--- src/rtl/cnn_cell_update_if.sv ---
// Template-sum handshake between the MAC stage (master) and the cell update stage (slave).
interface cnn_cell_update_if #(
    parameter int WIDTH = 9
);
    logic                      sum_valid;
    logic                      sum_ready;
    logic signed [2*WIDTH-1:0] sum_in;

    modport master (output sum_valid, output sum_in, input sum_ready);
    modport slave  (input sum_valid, input sum_in, output sum_ready);
endinterface

--- src/rtl/cnn_cell_update.sv ---
// CNN cell state integrator: forward-Euler update of x, saturated output y.
// Optional CNN_EARLY_EXIT_EN: finish the run as soon as an Euler step is zero.
module cnn_cell_update #(
    parameter int WIDTH      = 9,
    parameter int FRAC       = 4,
    parameter int STEP_SHIFT = 3,
    parameter int XW         = WIDTH + 4
) (
    input  logic                    clk,
    input  logic                    reset,
    input  logic                    start,
    input  logic signed [WIDTH-1:0] x_init,
    input  logic [7:0]              iter_limit,
    cnn_cell_update_if.slave        sum_bus,
    output logic signed [WIDTH-1:0] y_out,
    output logic signed [XW-1:0]    x_out,
    output logic [7:0]              iter_count,
    output logic                    busy,
    output logic                    done
);
    localparam int SW = 2 * WIDTH;

    typedef enum logic [1:0] {IDLE, WAIT_SUM, UPDATE, DONE} state_t;

    localparam logic signed [SW-1:0]    S_MAX = SW'((1 << (XW - 1)) - 1);
    localparam logic signed [SW-1:0]    S_MIN = ~S_MAX;
    localparam logic signed [XW-1:0]    X_MAX = {1'b0, {(XW-1){1'b1}}};
    localparam logic signed [XW-1:0]    X_MIN = {1'b1, {(XW-1){1'b0}}};
    localparam logic signed [XW-1:0]    ONE_X = XW'(1 << FRAC);
    localparam logic signed [WIDTH-1:0] ONE_Y = WIDTH'(1 << FRAC);

    state_t                  state;
    logic signed [XW-1:0]    x;
    logic signed [XW-1:0]    s;
    logic [7:0]              lim;
    logic                    ready;

    logic signed [SW-1:0]    sum_sh;
    logic signed [XW-1:0]    s_next;
    logic signed [XW:0]      diff;
    logic signed [XW:0]      d;
    logic signed [XW:0]      x_sum;
    logic signed [XW-1:0]    x_next;
    logic                    stop;

    assign sum_bus.sum_ready = ready;
    assign x_out             = x;

    always_comb begin
        y_out = x[WIDTH-1:0];
        if (x > ONE_X)
            y_out = ONE_Y;
        else if (x < -ONE_X)
            y_out = -ONE_Y;
    end

    // Sum carries 2*FRAC fraction bits; drop FRAC and clamp into the state range.
    always_comb begin
        sum_sh = sum_bus.sum_in >>> FRAC;
        s_next = sum_sh[XW-1:0];
        if (sum_sh > S_MAX)
            s_next = X_MAX;
        else if (sum_sh < S_MIN)
            s_next = X_MIN;
    end

    // One extra bit keeps s - x and x + d exact before saturating back to XW.
    always_comb begin
        diff   = {s[XW-1], s} - {x[XW-1], x};
        d      = diff >>> STEP_SHIFT;
        x_sum  = {x[XW-1], x} + d;
        x_next = x_sum[XW-1:0];
        if (x_sum[XW] != x_sum[XW-1])
            x_next = x_sum[XW] ? X_MIN : X_MAX;
    end

`ifdef CNN_EARLY_EXIT_EN
    assign stop = (iter_count + 8'd1 == lim) || (d == '0);
`else
    assign stop = (iter_count + 8'd1 == lim);
`endif

    always_ff @(posedge clk) begin
        if (reset) begin
            state      <= IDLE;
            x          <= '0;
            s          <= '0;
            lim        <= '0;
            iter_count <= '0;
            ready      <= 1'b0;
            busy       <= 1'b0;
            done       <= 1'b0;
        end else begin
            unique case (state)
                IDLE: begin
                    if (start) begin
                        x          <= XW'(x_init);
                        iter_count <= '0;
                        lim        <= iter_limit;
                        busy       <= 1'b1;
                        if (iter_limit == 8'd0) begin
                            state <= DONE;
                            done  <= 1'b1;
                        end else begin
                            state <= WAIT_SUM;
                            ready <= 1'b1;
                        end
                    end
                end
                WAIT_SUM: begin
                    if (sum_bus.sum_valid) begin
                        s     <= s_next;
                        ready <= 1'b0;
                        state <= UPDATE;
                    end
                end
                UPDATE: begin
                    x          <= x_next;
                    iter_count <= iter_count + 8'd1;
                    if (stop) begin
                        state <= DONE;
                        done  <= 1'b1;
                    end else begin
                        state <= WAIT_SUM;
                        ready <= 1'b1;
                    end
                end
                DONE: begin
                    done  <= 1'b0;
                    busy  <= 1'b0;
                    state <= IDLE;
                end
                default: state <= IDLE;
            endcase
        end
    end
endmodule

--- src/flat_wrapper.sv ---
// flat-port wrapper written by rule: the top's interface ports become plain ports
module cnn_cell_update_flat 
#(
    parameter int WIDTH      = 9,
    parameter int FRAC       = 4,
    parameter int STEP_SHIFT = 3,
    parameter int XW         = WIDTH + 4
)
  (clk, reset, start, x_init, iter_limit, y_out, x_out, iter_count, busy, done, sum_bus_sum_valid, sum_bus_sum_in, sum_bus_sum_ready);
  cnn_cell_update_if #(.WIDTH(WIDTH)) sum_bus_i ();
  input  logic clk;
  input  logic reset;
  input  logic start;
  input  logic signed [WIDTH-1:0] x_init;
  input  logic [7:0] iter_limit;
  output logic signed [WIDTH-1:0] y_out;
  output logic signed [XW-1:0] x_out;
  output logic [7:0] iter_count;
  output logic busy;
  output logic done;
  input wire logic [$bits(sum_bus_i.sum_valid)-1:0] sum_bus_sum_valid;
  input wire logic [$bits(sum_bus_i.sum_in)-1:0] sum_bus_sum_in;
  output wire logic [$bits(sum_bus_i.sum_ready)-1:0] sum_bus_sum_ready;
  assign sum_bus_i.sum_valid = sum_bus_sum_valid;
  assign sum_bus_i.sum_in = sum_bus_sum_in;
  assign sum_bus_sum_ready = sum_bus_i.sum_ready;
  cnn_cell_update #(.WIDTH(WIDTH), .FRAC(FRAC), .STEP_SHIFT(STEP_SHIFT), .XW(XW)) u_core (.clk(clk), .reset(reset), .start(start), .x_init(x_init), .iter_limit(iter_limit), .sum_bus(sum_bus_i), .y_out(y_out), .x_out(x_out), .iter_count(iter_count), .busy(busy), .done(done));
endmodule
--- config.mk ---
export PLATFORM = sky130hd
export DESIGN_NAME = cnn_cell_update_flat
export DESIGN_NICKNAME = d
export VERILOG_FILES = /design/src/rtl/cnn_cell_update_if.sv /design/src/rtl/cnn_cell_update.sv /design/src/flat_wrapper.sv
export SDC_FILE = /design/constraint.sdc
export NUM_CORES = 1
export LEC_CHECK = 0
export ABC_AREA = 1
export CORE_MARGIN = 2
export CORE_UTILIZATION = 54
export CTS_BUF_LIST = sky130_fd_sc_hd__clkbuf_4
export DETAILED_ROUTE_END_ITERATION = 16
export PLACE_DENSITY = 0.83
export SETUP_SLACK_MARGIN = 0.4
export SLEW_MARGIN = 20
export SYNTH_ARGS = -nofsm -noshare
export SYNTH_HDL_FRONTEND = slang
export SYNTH_SLANG_ARGS = --single-unit
--- constraint.sdc ---
create_clock -name clk -period 3.4 [get_ports clk]
set_input_delay 1.02 -clock clk [delete_from_list [all_inputs] [get_ports clk]]
set_output_delay 1.02 -clock clk [all_outputs]
set_load 0.05 [all_outputs]
==> impl_results.md <==
- Clock Sinks: 47
- Count leader, synth: sky130_fd_sc_hd__nand2_1
- Cell types with the largest area share after synthesis: sky130_fd_sc_hd__dfxtp_1 (26%), sky130_fd_sc_hd__nand2_1 (16%), sky130_fd_sc_hd__ha_1 (9.5%)
- PD cells: 632 nW/um^2
- Count of unresolved DRC violations after routing: 0
- FF+latch count, synth: 47
- Row cnt: 29
- Number of global-route vias before repair: 3627
- Initial antenna violation count: 0
- Count of cell types in the netlist: 40
- Antenna fix cells: 0
- Pleak: 2.12 nW
- Proportion of power drawn by flip-flops and latches: 20.7%
- Largest clock skew in the final design: 0.0149 ns
- Number of H-tree branching levels: 2
- Estimated wirelength of the detail-placed design: 7530 um
- Number of standard cells in the final layout excluding fillers: 710
- Minimum setup slack after placement: 0.0919 ns
- Wire length after detailed routing: 11200 um
- Cell count after placement: 677
- Final Wtd Congestion: 0.941
- Sequential-to-total area share from yosys stat: 26.5%
- Global-route wire length before repair: 16400 um
- Worst-margin pin slew: 0.624 ns
- Final setup margin: 0.0827 ns
- Layout fillers: 411
- Netlist area before placement: 3550 um^2
- TritonCTS clock tree: built
- ANT nets after route: 0
- Count of input and output buffers: 67
- Total power consumption of the routed design: 3.23 mW
- Area of the core region: 6350 um^2
- Syn Area/Cell: 6.52 um^2
- CTS Buf Count: 5
- Power share of the combinational group: 70.4%
- Net count, final: 699
- Largest net degree at the start of global routing: 30
- CP Launch Type: flop
- Number of top-level pins: 72
- Detailed Route Iter0 Violations: 292
- DR vias: 4081
- Unrepaired setup endpoints after global routing: yes
- Switching part of the total: 50.0%
- Cell type contributing the most total cell area after synthesis: sky130_fd_sc_hd__dfxtp_1
- Worst hold stages: 2
- Die outline area: 7240 um^2
- Outcome: completed
- Worst-path fanout max: 4
- Number of setup violations in the final report: 0
- Gate count of the mapped netlist: 545
- Critical path data required time: 3.71 ns
- Aggregate global routing overflow: 0
- Share of the core filled with cells in the final layout: 80.4%
- First-pass DRT Iterations: 5
- Final period demand of the worst path: 3.32 ns
- Worst reg-to-reg path cell count: 23
- Global-route usage over all layers: 28.2%
- Vert. Die Dim: 85.1 um
- Worst slew margin relative to its limit: 58.2%
- Chip width: 85.1 um
- Number of enable flip-flop cells after synthesis: 0
- Pint: 1.61 mW
- Area delta synth->final: 43.8%
- Power share of the clock group: 8.9%
- Most frequently used flop master after synthesis: sky130_fd_sc_hd__dfxtp_1
- Ratio of cells with drive above 1 in the final layout: 26.4%
- Later-pin clock latency in the skew report: 0.37 ns
- Class of the tightest hold or removal check: reg -> reg
- Clock tree buffer depth: 2
- Average routed wire per standard cell: 15.7 um
- Multi-input logic area: 2820 um^2
- Slack of the worst reg-to-reg path: 0.08 ns
- Period utilisation layout: 97.6%
- Synthesis warning total: 0
- Max-cap viol count: 0
- Post-synthesis async set-or-reset flop share: 0%
- DR vias/cell: 5.75
- FF+latch area: 987 um^2
- Worst Path Arrival: 3.62 ns
- Initial core utilization: 55.9%
- Setup crit end kind: flop
- Top cell type's share of synthesized area: 26.5%
- Highest ir drop seen on vdd: 0.638 mV
- Highest achievable clock rate: 301 MHz
- Net switching power: 1.61 mW
- Cell chosen for the clock root: sky130_fd_sc_hd__clkbuf_4
- Synthesized Nets: 612
- Number of hold violations in the final report: 0
- Final Slew Violations: 0
- Reg clk slew, reported paths: 0.15 ns
- Setup CP Type: reg -> reg
- Most used standard cells in the synthesized netlist: sky130_fd_sc_hd__nand2_1 (147), sky130_fd_sc_hd__a21oi_1 (60), sky130_fd_sc_hd__inv_1 (55)
==> state kept, by name (all words and copies together) (netlist names) <==
| name | cells |
|---|---|
| u_core.state | 2 |
| u_core.done | 1 |
| u_core.sum_bus.sum_ready | 1 |
| u_core.s | 13 |
| u_core.iter_count | 8 |
| u_core.busy | 1 |
| u_core.lim | 8 |
| u_core.x_out | 13 |
==> worst max-delay path, cell delays in order, from the launching register on <==
cell,delay [ns]
sky130_fd_sc_hd__dfxtp_4,0.41
sky130_fd_sc_hd__inv_4,0.04
sky130_fd_sc_hd__ha_4,0.25
sky130_fd_sc_hd__a21oi_4,0.15
sky130_fd_sc_hd__nand2_2,0.08
sky130_fd_sc_hd__nand2_2,0.09
sky130_fd_sc_hd__nand2_4,0.07
sky130_fd_sc_hd__a31o_4,0.23
sky130_fd_sc_hd__a21oi_2,0.14
sky130_fd_sc_hd__xnor2_1,0.11
sky130_fd_sc_hd__ha_2,0.42
sky130_fd_sc_hd__nand2_4,0.08
sky130_fd_sc_hd__inv_4,0.08
sky130_fd_sc_hd__nand2_2,0.05
sky130_fd_sc_hd__nor3_2,0.18
sky130_fd_sc_hd__nand2_2,0.11
sky130_fd_sc_hd__nand2_2,0.09
sky130_fd_sc_hd__nand2_4,0.07
sky130_fd_sc_hd__buf_12,0.13
sky130_fd_sc_hd__a21oi_4,0.15
sky130_fd_sc_hd__nand2_2,0.07
sky130_fd_sc_hd__nand2_2,0.07
sky130_fd_sc_hd__inv_2,0.06
sky130_fd_sc_hd__a21oi_1,0.13
==> logic make-up (layout without fill, tap and decap cells) <==
| group | Yosys count | after routing | synth area share (%) |
|---|---|---|---|
| flip-flops | 47 | 47 | 26.5 |
| adder cells (fa/ha/maj) | 28 | 28 | 10.1 |
| buffers and inverters | 78 | 166 | 8.74 |
| XOR/XNOR | 23 | 23 | 5.67 |
| AND/OR/NAND/NOR | 259 | 259 | 32.1 |
| AO/OA/AOI/OAI | 110 | 110 | 16.9 |
==> per-stage QoR <==
| stage | TNS (ns) | hold slack, ns | cell area [um^2] |
|---|---|---|---|
| after floorplan | 0 | 0.444 | 3690 |
| after detailed placement | 0 | 0.444 | 4400 |
| final | 0 | 0.464 | 5100 |
| after global routing | -0.0548 | 0.498 | 5100 |
| after global placement | 0 | 0.442 | 4400 |
| after CTS | 0 | 0.465 | 4660 |
==> cell type report <==
type / count / share of cell area (%)
Clock buffer: 5 / 0.735
Clock inverter: 3 / 0.441
Inverter: 62 / 4.71
Multi-Input combinational cell: 420 / 55.1
Sequential cell: 47 / 19.3
Tap cell: 77 / 1.89
Timing Repair Buffer: 96 / 17.7
==> worst paths after layout <==
path                                                 end                      from
worst max-delay path                     u_core.x_out[9]           u_core.x_out[2]
worst min-delay path            u_core.sum_bus.sum_ready  u_core.sum_bus.sum_ready
worst max register to register           u_core.x_out[9]           u_core.x_out[2]
worst min register to register  u_core.sum_bus.sum_ready  u_core.sum_bus.sum_ready
==> power by group through the flow <==
| stage | Sequential (mW) | Combinational, mW | Clock [mW] |
|---|---|---|---|
| 6_report | 0.667 | 2.27 | 0.289 |
| 2_1_floorplan | 0.747 | 1.18 | 0 |
| 3_3_place_gp | 0.677 | 1.57 | 0 |
| 4_1_cts | 0.660 | 1.79 | 0.290 |
| 3_5_place_dp | 0.679 | 1.60 | 0 |
| 5_1_grt | 0.670 | 2.43 | 0.318 |
==> layer usage <==
metal  global-route usage (%)  vias up  share of wire, %
met3                     3.02       41               4.8
li1                         -     1963                 -
met2                     50.1      172                50
met5                        0        -                 0
met1                     35.4     1905                42
met4                     9.52        0               3.4
==> cell usage in the layout, fill, tap and decap left out, drive strengths merged, types with 4 or more instances in the layout <==
master,n
nor4,5
o21ai,37
dfxtp,47
nand2,154
a31oi,4
inv,64
clkdlybuf4s50,62
xor2,11
nor2,56
xnor2,12
clkbuf,5
buf,33
nor3,6
nand3,26
nand4,6
a21oi,63
ha,27
==> timing repair <==
| item | in CTS | in global routing |
|---|---|---|
| buffers inserted | 14 | 11 |
| gates resized for setup | 17 | 80 |
| hold buffers | 0 | 0 |
| setup endpoints to repair | 13 | 18 |
| pin swaps | 11 | 42 |
Power figures use the tool's default switching activity.
==> patch: new RTL, same flow settings <==
`WIDTH` is set to 9 in 3 places; all go to 11.
--- a/src/rtl/cnn_cell_update_if.sv
+++ b/src/rtl/cnn_cell_update_if.sv
@@ -1,6 +1,6 @@
 // Template-sum handshake between the MAC stage (master) and the cell update stage (slave).
 interface cnn_cell_update_if #(
-    parameter int WIDTH = 9
+    parameter int WIDTH = 11
 );
     logic                      sum_valid;
     logic                      sum_ready;
--- a/src/rtl/cnn_cell_update.sv
+++ b/src/rtl/cnn_cell_update.sv
@@ -1,7 +1,7 @@
 // CNN cell state integrator: forward-Euler update of x, saturated output y.
 // Optional CNN_EARLY_EXIT_EN: finish the run as soon as an Euler step is zero.
 module cnn_cell_update #(
-    parameter int WIDTH      = 9,
+    parameter int WIDTH      = 11,
     parameter int FRAC       = 4,
     parameter int STEP_SHIFT = 3,
     parameter int XW         = WIDTH + 4
--- a/src/flat_wrapper.sv
+++ b/src/flat_wrapper.sv
@@ -1,7 +1,7 @@
 // flat-port wrapper written by rule: the top's interface ports become plain ports
 module cnn_cell_update_flat 
 #(
-    parameter int WIDTH      = 9,
+    parameter int WIDTH      = 11,
     parameter int FRAC       = 4,
     parameter int STEP_SHIFT = 3,
     parameter int XW         = WIDTH + 4
Ports: changed (resized sum_bus_sum_in, x_init, x_out and y_out); port bits go from 72 to 82. The function was not compared with the original's and may differ.
==> patch against the unedited design <==
- the flow now finishes with violations (setup timing)
- routed wire length rose by 34%
- design area increased by 20%
- worst setup slack got worse by 260 ps
- total power increased by 15%
- synthesized area increased by 13%
- sequential cell count rose by 4
- sequential power rose by 3%
- critical path depth up 3
==> patch: results (changes against the unedited design) <==
stage	metric	value	unit	change
outcome	outcome	finished with violations		
outcome	failed_checks	setup timing		
logic_synthesis	synth_seq_area_share	25.5	%	-0.96 points
placement	dp_cells	820		+21%
sta	fin_ws	-179	ps	-261 ps
sta	setup_violations	14		+14
power_and_ir_drop	p_leak	2.66	nW	+25%
global_routing	grt_usage	32.3	%	+4.1 points
logic_synthesis	synth_edf_count	0		unchanged
logic_synthesis	synth_area_leaders	dfxtp_1 26%, nand2_1 17%, ha_1 9.7%		
worst_hold_path	hold_class	register to register		
power_and_ir_drop	p_seq_share	18.4	%	-2.3 points
final_layout	n_fill_cell	441		+7.3%
logic_synthesis	synth.net_count	715		+17%
setup_path	max_stage_delay	390	ps	-30 ps
setup_path	slowest_stage	dfxtp_4		
worst_hold_path	holdPathStages	2		unchanged
drt	dr.first_iter.drc_count	366		+25%
setup_path	arrival	3860	ps	+240 ps
clock_tree	cts_buffers	5		unchanged
drt	vias_per_cell	5.81		+1.1%
clock_tree	clk_latency	400	ps	+30 ps
placement	gp_congestion	0.989		+5.1%
global_routing	grt_pass1_wl	21.5	mm	+31%
final_layout	drive_gt1_share	29.2	%	+2.8 points
power_and_ir_drop	irDropWorstVdd	0.280	mV	-56%
logic_synthesis	ys_types	41		+2.5%
setup_path	worstPathMaxFanout	8		+4
drt	dr.pass1.iters	5		unchanged
placement	port-buffer-count	77		+15%
clock_tree	clk_pin_slew	170	ps	+20 ps
sta	fin_skew	13.6	ps	-1.24 ps
logic_synthesis	async_reset_ff_share	0	%	unchanged
clock_tree	htree_levels	2		unchanged
logic_synthesis	ys_top_cells_by_count	180 x nand2_1, 68 x inv_1, 67 x nor2_1		
placement	placed_area	5140	sq um	+17%
final_layout	finalNonFillerCells	866		+22%
sta	worst_pin_slew	774	ps	+150 ps
final_layout	nNetsFinal	843		+21%
global_routing	grt_pass1_vias	4513		+24%
power_and_ir_drop	intPower	0.00192	W	+19%
global_routing	grt_max_degree	33		+10%
logic_synthesis	netlist_instances	638		+17%
drt	wirelength	14.9	mm	+34%
setup_path	reg2regPathDepth	26		+13%
placement	hpwl	8.88	mm	+18%
patch: critical path, delay by kind of cell, from the launching register on:
kind                       cells  cell delay (ps)
buffers and inverters          2              200
AOI/OAI and AO/OA              5              810
adders and majority gates      2              540
and+or+nand+nor               17             1530
DFF                            1              390
patch: worst paths after layout:
kind                                                            start  slack, ps                                    end
worst max-delay path                     u_core.x_out[2]$_SDFFE_PP0P_       -180           u_core.x_out[4]$_SDFFE_PP0P_
worst min-delay path            u_core.sum_bus.sum_ready$_SDFFE_PP0P_        470  u_core.sum_bus.sum_ready$_SDFFE_PP0P_
worst max register to register           u_core.x_out[2]$_SDFFE_PP0P_       -180           u_core.x_out[4]$_SDFFE_PP0P_
worst min register to register  u_core.sum_bus.sum_ready$_SDFFE_PP0P_        470  u_core.sum_bus.sum_ready$_SDFFE_PP0P_
patch: cell type report:
class | count | area, sq um | share of cell area (%)
Clock buffer | 5 | 37.5 | 0.611
Clock inverter | 3 | 71.3 | 1.16
Inverter | 73 | 303 | 4.93
Multi-Input combinational cell | 495 | 3270 | 53.2
Sequential cell | 51 | 1070 | 17.4
Tap cell | 99 | 124 | 2.02
Timing Repair Buffer | 140 | 1270 | 20.6
patch: what timing repair did:
action / in CTS / in global routing
buffers inserted: 25 / 12
gates resized for setup: 72 / 73
gates cloned: 1 / 0
hold buffers: 0 / 0
pin swaps: 53 / 54
setup endpoints to repair: 20 / 19
patch: logic make-up (layout without fill, tap and decap cells):
family	count (synthesis)	after routing	synth area share, %
AOI/OAI and AO/OA	127	127	17.6
adders and majority gates	32	32	10.2
and+or+nand+nor	312	313	32.8
xor gates and xnor gates	23	23	5.04
DFF	51	51	25.5
buffers and inverters	93	221	8.83
patch: metrics by stage:
step / setup WS [ps] / setup TNS [ps] / power (W)
2_1_floorplan: 248 / 0 / 0.00194
3_3_place_gp: 87.1 / 0 / 0.00236
3_5_place_dp: 31.4 / 0 / 0.00240
4_1_cts: 172 / 0 / 0.00319
5_1_grt: -279 / -2950 / 0.00389
6_report: -179 / -1420 / 0.00372
patch: routing by layer:
metal | part of all wire [%] | GRT usage, %
met5 | 0 | 0
met1 | 38 | 40.1
met3 | 5.6 | 3.02
met2 | 50 | 57.8
met4 | 5.6 | 11.9
patch: power groups by stage:
stage | clock, W | sequential (W) | combinational, W
2_1_floorplan | 0 | 0.000778 | 0.00116
3_3_place_gp | 0 | 0.000696 | 0.00166
3_5_place_dp | 0 | 0.000698 | 0.00170
4_1_cts | 0.000459 | 0.000681 | 0.00205
5_1_grt | 0.000485 | 0.000688 | 0.00272
6_report | 0.000463 | 0.000685 | 0.00257
